[config.mk]
export PLATFORM = sky130hd
export DESIGN_NAME = ram_cmd_master
export DESIGN_NICKNAME = d
export VERILOG_FILES = /design/src/rtl/ram_cmd_master.sv
export SDC_FILE = /design/constraint.sdc
export NUM_CORES = 1
export LEC_CHECK = 0
export ABC_AREA = 1
export CAP_MARGIN = 5
export CELL_PAD_IN_SITES_DETAIL_PLACEMENT = 1
export CELL_PAD_IN_SITES_GLOBAL_PLACEMENT = 1
export CORE_AREA = 2 2 75 77
export CTS_CLUSTER_DIAMETER = 150
export DETAILED_ROUTE_END_ITERATION = 8
export DIE_AREA = 0 0 77 79
export GPL_TIMING_DRIVEN = 1
export PLACE_DENSITY_LB_ADDON = 0.1
export SYNTH_ARGS = -nofsm -noshare
export SYNTH_HDL_FRONTEND = slang
export SYNTH_SLANG_ARGS = --single-unit
[constraint.sdc]
create_clock -name clk -period 2.6 [get_ports clk]
set_input_delay 0.52 -clock clk [delete_from_list [all_inputs] [get_ports clk]]
set_output_delay 0.52 -clock clk [all_outputs]
set_load 0.05 [all_outputs]
[src/rtl/ram_cmd_master.sv]
// RAM command-interface initiator: turns read/write requests into 2-word din/rx_valid sequences.
// Optional statistics counters are compiled in with `define RAM_MASTER_STATS_EN.
module ram_cmd_master #(
  parameter int          ADDR_SIZE   = 8,
  parameter int          TIMEOUT_CYC = 16,
  parameter logic [7:0]  RD_DUMMY    = 8'h00
) (
  input  logic                 clk,
  input  logic                 rst,
  input  logic                 req_valid,
  output logic                 req_ready,
  input  logic                 req_wr,
  input  logic [ADDR_SIZE-1:0] req_addr,
  input  logic [7:0]           req_wdata,
  output logic                 rsp_valid,
  output logic [7:0]           rsp_rdata,
  output logic                 rsp_err,
  output logic [9:0]           din,
  output logic                 rx_valid,
  input  logic [7:0]           dout,
  input  logic                 tx_valid
`ifdef RAM_MASTER_STATS_EN
  ,
  output logic [15:0]          wr_cnt,
  output logic [15:0]          rd_cnt,
  output logic [15:0]          err_cnt,
  output logic [15:0]          spur_cnt
`endif
);

  localparam logic [2:0] ST_IDLE    = 3'd0;
  localparam logic [2:0] ST_WR_ADDR = 3'd1;
  localparam logic [2:0] ST_WR_DATA = 3'd2;
  localparam logic [2:0] ST_RD_ADDR = 3'd3;
  localparam logic [2:0] ST_RD_DATA = 3'd4;
  localparam logic [2:0] ST_RD_WAIT = 3'd5;
  localparam logic [2:0] ST_RESP    = 3'd6;

  localparam logic [7:0] TO_LAST = 8'(TIMEOUT_CYC - 1);

  logic [2:0] state;
  logic [7:0] timer;
  logic [7:0] wdata_q;
  logic [7:0] addr_ext;

  always_comb begin
    addr_ext = '0;
    addr_ext[ADDR_SIZE-1:0] = req_addr;
  end

  // Outputs are loaded on the edge that enters each state, so they line up with it.
  always_ff @(posedge clk) begin
    if (rst) begin
      state     <= ST_IDLE;
      req_ready <= 1'b0;
      rsp_valid <= 1'b0;
      rsp_rdata <= '0;
      rsp_err   <= 1'b0;
      rx_valid  <= 1'b0;
      din       <= 10'h300;
      timer     <= '0;
      wdata_q   <= '0;
    end else begin
      rsp_valid <= 1'b0;
      rx_valid  <= 1'b0;
      req_ready <= 1'b0;
      case (state)
        ST_IDLE: begin
          req_ready <= 1'b1;
          if (req_valid && req_ready) begin
            req_ready <= 1'b0;
            wdata_q   <= req_wdata;
            rx_valid  <= 1'b1;
            if (req_wr) begin
              state <= ST_WR_ADDR;
              din   <= {2'b00, addr_ext};
            end else begin
              state <= ST_RD_ADDR;
              din   <= {2'b10, addr_ext};
            end
          end
        end
        ST_WR_ADDR: begin
          state    <= ST_WR_DATA;
          din      <= {2'b01, wdata_q};
          rx_valid <= 1'b1;
        end
        ST_WR_DATA: begin
          state     <= ST_RESP;
          rsp_valid <= 1'b1;
          rsp_rdata <= '0;
          rsp_err   <= 1'b0;
        end
        ST_RD_ADDR: begin
          state    <= ST_RD_DATA;
          din      <= {2'b11, RD_DUMMY};
          rx_valid <= 1'b1;
        end
        ST_RD_DATA: begin
          state <= ST_RD_WAIT;
          timer <= '0;
        end
        ST_RD_WAIT: begin
          if (tx_valid) begin
            state     <= ST_RESP;
            rsp_valid <= 1'b1;
            rsp_rdata <= dout;
            rsp_err   <= 1'b0;
          end else if (timer == TO_LAST) begin
            state     <= ST_RESP;
            rsp_valid <= 1'b1;
            rsp_rdata <= '0;
            rsp_err   <= 1'b1;
          end else begin
            timer <= timer + 8'd1;
          end
        end
        ST_RESP: begin
          state     <= ST_IDLE;
          req_ready <= 1'b1;
        end
        default: state <= ST_IDLE;
      endcase
    end
  end

`ifdef RAM_MASTER_STATS_EN
  function automatic logic [15:0] sat_inc(input logic [15:0] v);
    return (v == 16'hFFFF) ? v : v + 16'd1;
  endfunction

  always_ff @(posedge clk) begin
    if (rst) begin
      wr_cnt   <= '0;
      rd_cnt   <= '0;
      err_cnt  <= '0;
      spur_cnt <= '0;
    end else begin
      if (state == ST_WR_DATA)
        wr_cnt <= sat_inc(wr_cnt);
      if (state == ST_RD_WAIT && tx_valid)
        rd_cnt <= sat_inc(rd_cnt);
      if (state == ST_RD_WAIT && !tx_valid && timer == TO_LAST)
        err_cnt <= sat_inc(err_cnt);
      if (state != ST_RD_WAIT && tx_valid)
        spur_cnt <= sat_inc(spur_cnt);
    end
  end
`endif

endmodule

==> run summary <==
run status: completed
Vias/cell: 4.62
placed cells: 362
Clk Tree Root Cell: clkbuf_8
critical path class: flip-flop to output pin
fin cells: 370
Sink Count: 41
Crit Path Max Fanout: 3
endpoint type of the worst setup path: output pin
H-tree depth: 2
Max Transition Viols Final: 0
Critical path origin: req_ready
CTS clock-pin slew for the worst setup and hold paths: 80 ps
VDD IR max: 480 uV
number of stages on the worst setup path: 1
WP data required: 2080 ps
setup tns final: 0 ps
post-synthesis sequential area ratio: 44.9%
fmax: 487 MHz
slowest cell on the critical path: clkdlybuf4s50_1
timing endpoint of the critical path: req_ready
Iter 0 DRT Violations: 58
Skew-Pair Late Insertion Delay: 300 ps
antenna viol nets, final: 0
Initial Util: 34.2%
WHS Path Cells: 2
layout cells sized above 1: 9.40%
DP HPWL: 3.56 mm
CP max stage delay: 840 ps
worst slew pin tran: 570 ps
CTS tree: done
clock skew: 4.97 ps
Post-CTS Setup Bufs: 0
Hold Buf Count CTS: 0
nets: 327
setup slack, reg-to-reg: 1020 ps
CP startpoint kind: flip-flop
critical path data arrival time: 1530 ps
# DRC: 0
RR Endpoint: timer[1]
commonest non-fill, non-tap cell in the layout: nand2_1
Post-Route WL: 4.85 mm
syn avg cell area: 7.43 sq um
# fillers: 697
pre-CTS setup slack: 582 ps
final setup margin: 545 ps
Synth Cell Area: 0.00183 sq mm
ANT cells: 0
vias in the first global route: 1,779
syn_nets: 276
Chip Height: 79 um
Placement Cell Area: 0.00238 sq mm
Buf/Inv on CP: 1
Final Hold Fails: 0
area grow syn2layout: 37.1%
DR vias: 1,708
global-route wire length before repair: 8.29 mm
Die W: 77 um
number of synthesized register bits: 41
Final GP Congestion: 0.809
Finish-stage setup viols: 0
fin crit period: 2050 ps
final instance area: 0.00250 sq mm
post-cts sizing count: 0
crit-path cells: clkdlybuf4s50_1
gr ovfl total: 0
CTS Buf Count: 5
1st-pass router iterations: 4
leading cell types in the layout, fill and taps excluded: nand2_1, clkdlybuf4s50_1, dfxtp_1, nor2_1, a21oi_1
Top Ports: 51
core area: 0.00534 sq mm
worst min-delay path class: flip-flop to flip-flop
WL/cell: 13.1 um
Site Rows: 27
Max Root-Sink Buffers: 2
FF-to-FF Start: timer[0]
Leak: 0.946 nW
largest net degree at the start of global routing: 22
total track usage: 17.2%
Synth Instances: 246
DIE AREA: 0.00608 sq mm
Max Cap Viol: 0
Tcrit/Tclk final: 79.0%
initial antenna violation count: 0
power per cell area: 970 mW/mm^2
worst-case headroom to the max-slew limit: 61.9%
unrepaired setup endpoints after global routing: no
Reg2Reg Depth: 6
Synth cell types: 27
Synthesis Warnings: 0
PortBufs: 50
critical path's top delay family: buffers and inverters
[cell usage after synthesis]
cell,count,area (sq um)
nand3_4,1,17.5
buf_4,1,7.51
nand2_4,3,33.8
inv_1,22,82.6
a21oi_1,28,140
a22oi_1,2,15.0
nand4_1,2,12.5
or2_2,1,6.26
o21ai_4,1,16.3
dfxtp_1,41,821
a211oi_1,1,7.51
buf_6,1,11.3
nand3_1,9,45.0
nor2_4,4,45.0
or2_1,1,6.26
ha_1,1,12.5
clkbuf_1,3,11.3
nor2_2,3,18.8
nand2_1,51,191
nor2_1,34,128
nand4_4,1,21.3
o21ai_1,1,5.00
buf_2,2,10.0
nand3b_1,1,7.51
inv_2,4,15.0
o21ai_0,26,130
a21oi_2,1,8.76
[per-layer routing]
layer	GRT usage (%)	share of wire, %	vias up
met5	0	0	-
met4	5.36	1.2	0
met3	4.66	4.0	4
met2	29.6	48	31
met1	21.1	47	783
li1	-	-	890
[kinds of logic after synthesis]
family / Yosys count / synth area share [%]
flip-flops: 41 / 44.9
AO/OA/AOI/OAI: 60 / 17.7
adder cells (fa/ha/maj): 1 / 0.685
buffers and inverters: 33 / 7.53
AND/OR/NAND/NOR: 111 / 29.2
[area by class of cell]
type / instances / area (sq um) / share of cell area, %
multi-input cells: 172 / 868 / 34.7
flip-flops and latches: 41 / 821 / 32.8
repair buffers: 51 / 508 / 20.3
inverters: 26 / 97.6 / 3.90
well taps: 72 / 90.1 / 3.60
clock buffers: 6 / 82.6 / 3.30
clock inverters: 2 / 37.5 / 1.50
[sequential cells by signal, summed over array words and instances, names as in the netlist, 3 cells and up]
| register | flops |
|---|---|
| rsp_rdata | 8 |
| state | 3 |
| din | 10 |
| timer | 8 |
| wdata_q | 8 |
[stage by stage]
stage / total power, mW / utilization (%) / hold WS, ps
after floorplan: 1.60 / - / 423
after global placement: 1.89 / 44.7 / 437
after detailed placement: 1.91 / 44.7 / 440
after CTS: 2.47 / 46.9 / 453
after global routing: 2.59 / 46.9 / 481
final: 2.43 / 46.9 / 448
[power by group]
group,switching [mW],internal (mW),leakage [nW],total (mW)
clock network,0.236,0.312,0.0574,0.548
logic,0.674,0.332,0.554,1.01
registers,0.108,0.768,0.334,0.876
[worst min-delay path, delay by kind of cell, from the launching register on]
kind	cells	cell delay, ps
buffers and inverters	1	50
DFF	1	320
AOI/OAI and AO/OA	1	50
[worst min path at each step]
stage	startpoint	endpoint	slack [ps]
global placement	wdata_q[0]	wdata_q[0]	440
global route	wdata_q[0]	wdata_q[0]	480
finish	wdata_q[0]	wdata_q[0]	450
CTS	wdata_q[0]	wdata_q[0]	450
detailed placement	wdata_q[0]	wdata_q[0]	440
floorplan	wdata_q[0]	wdata_q[0]	420
Note: power is estimated with default switching activity, not from simulation.
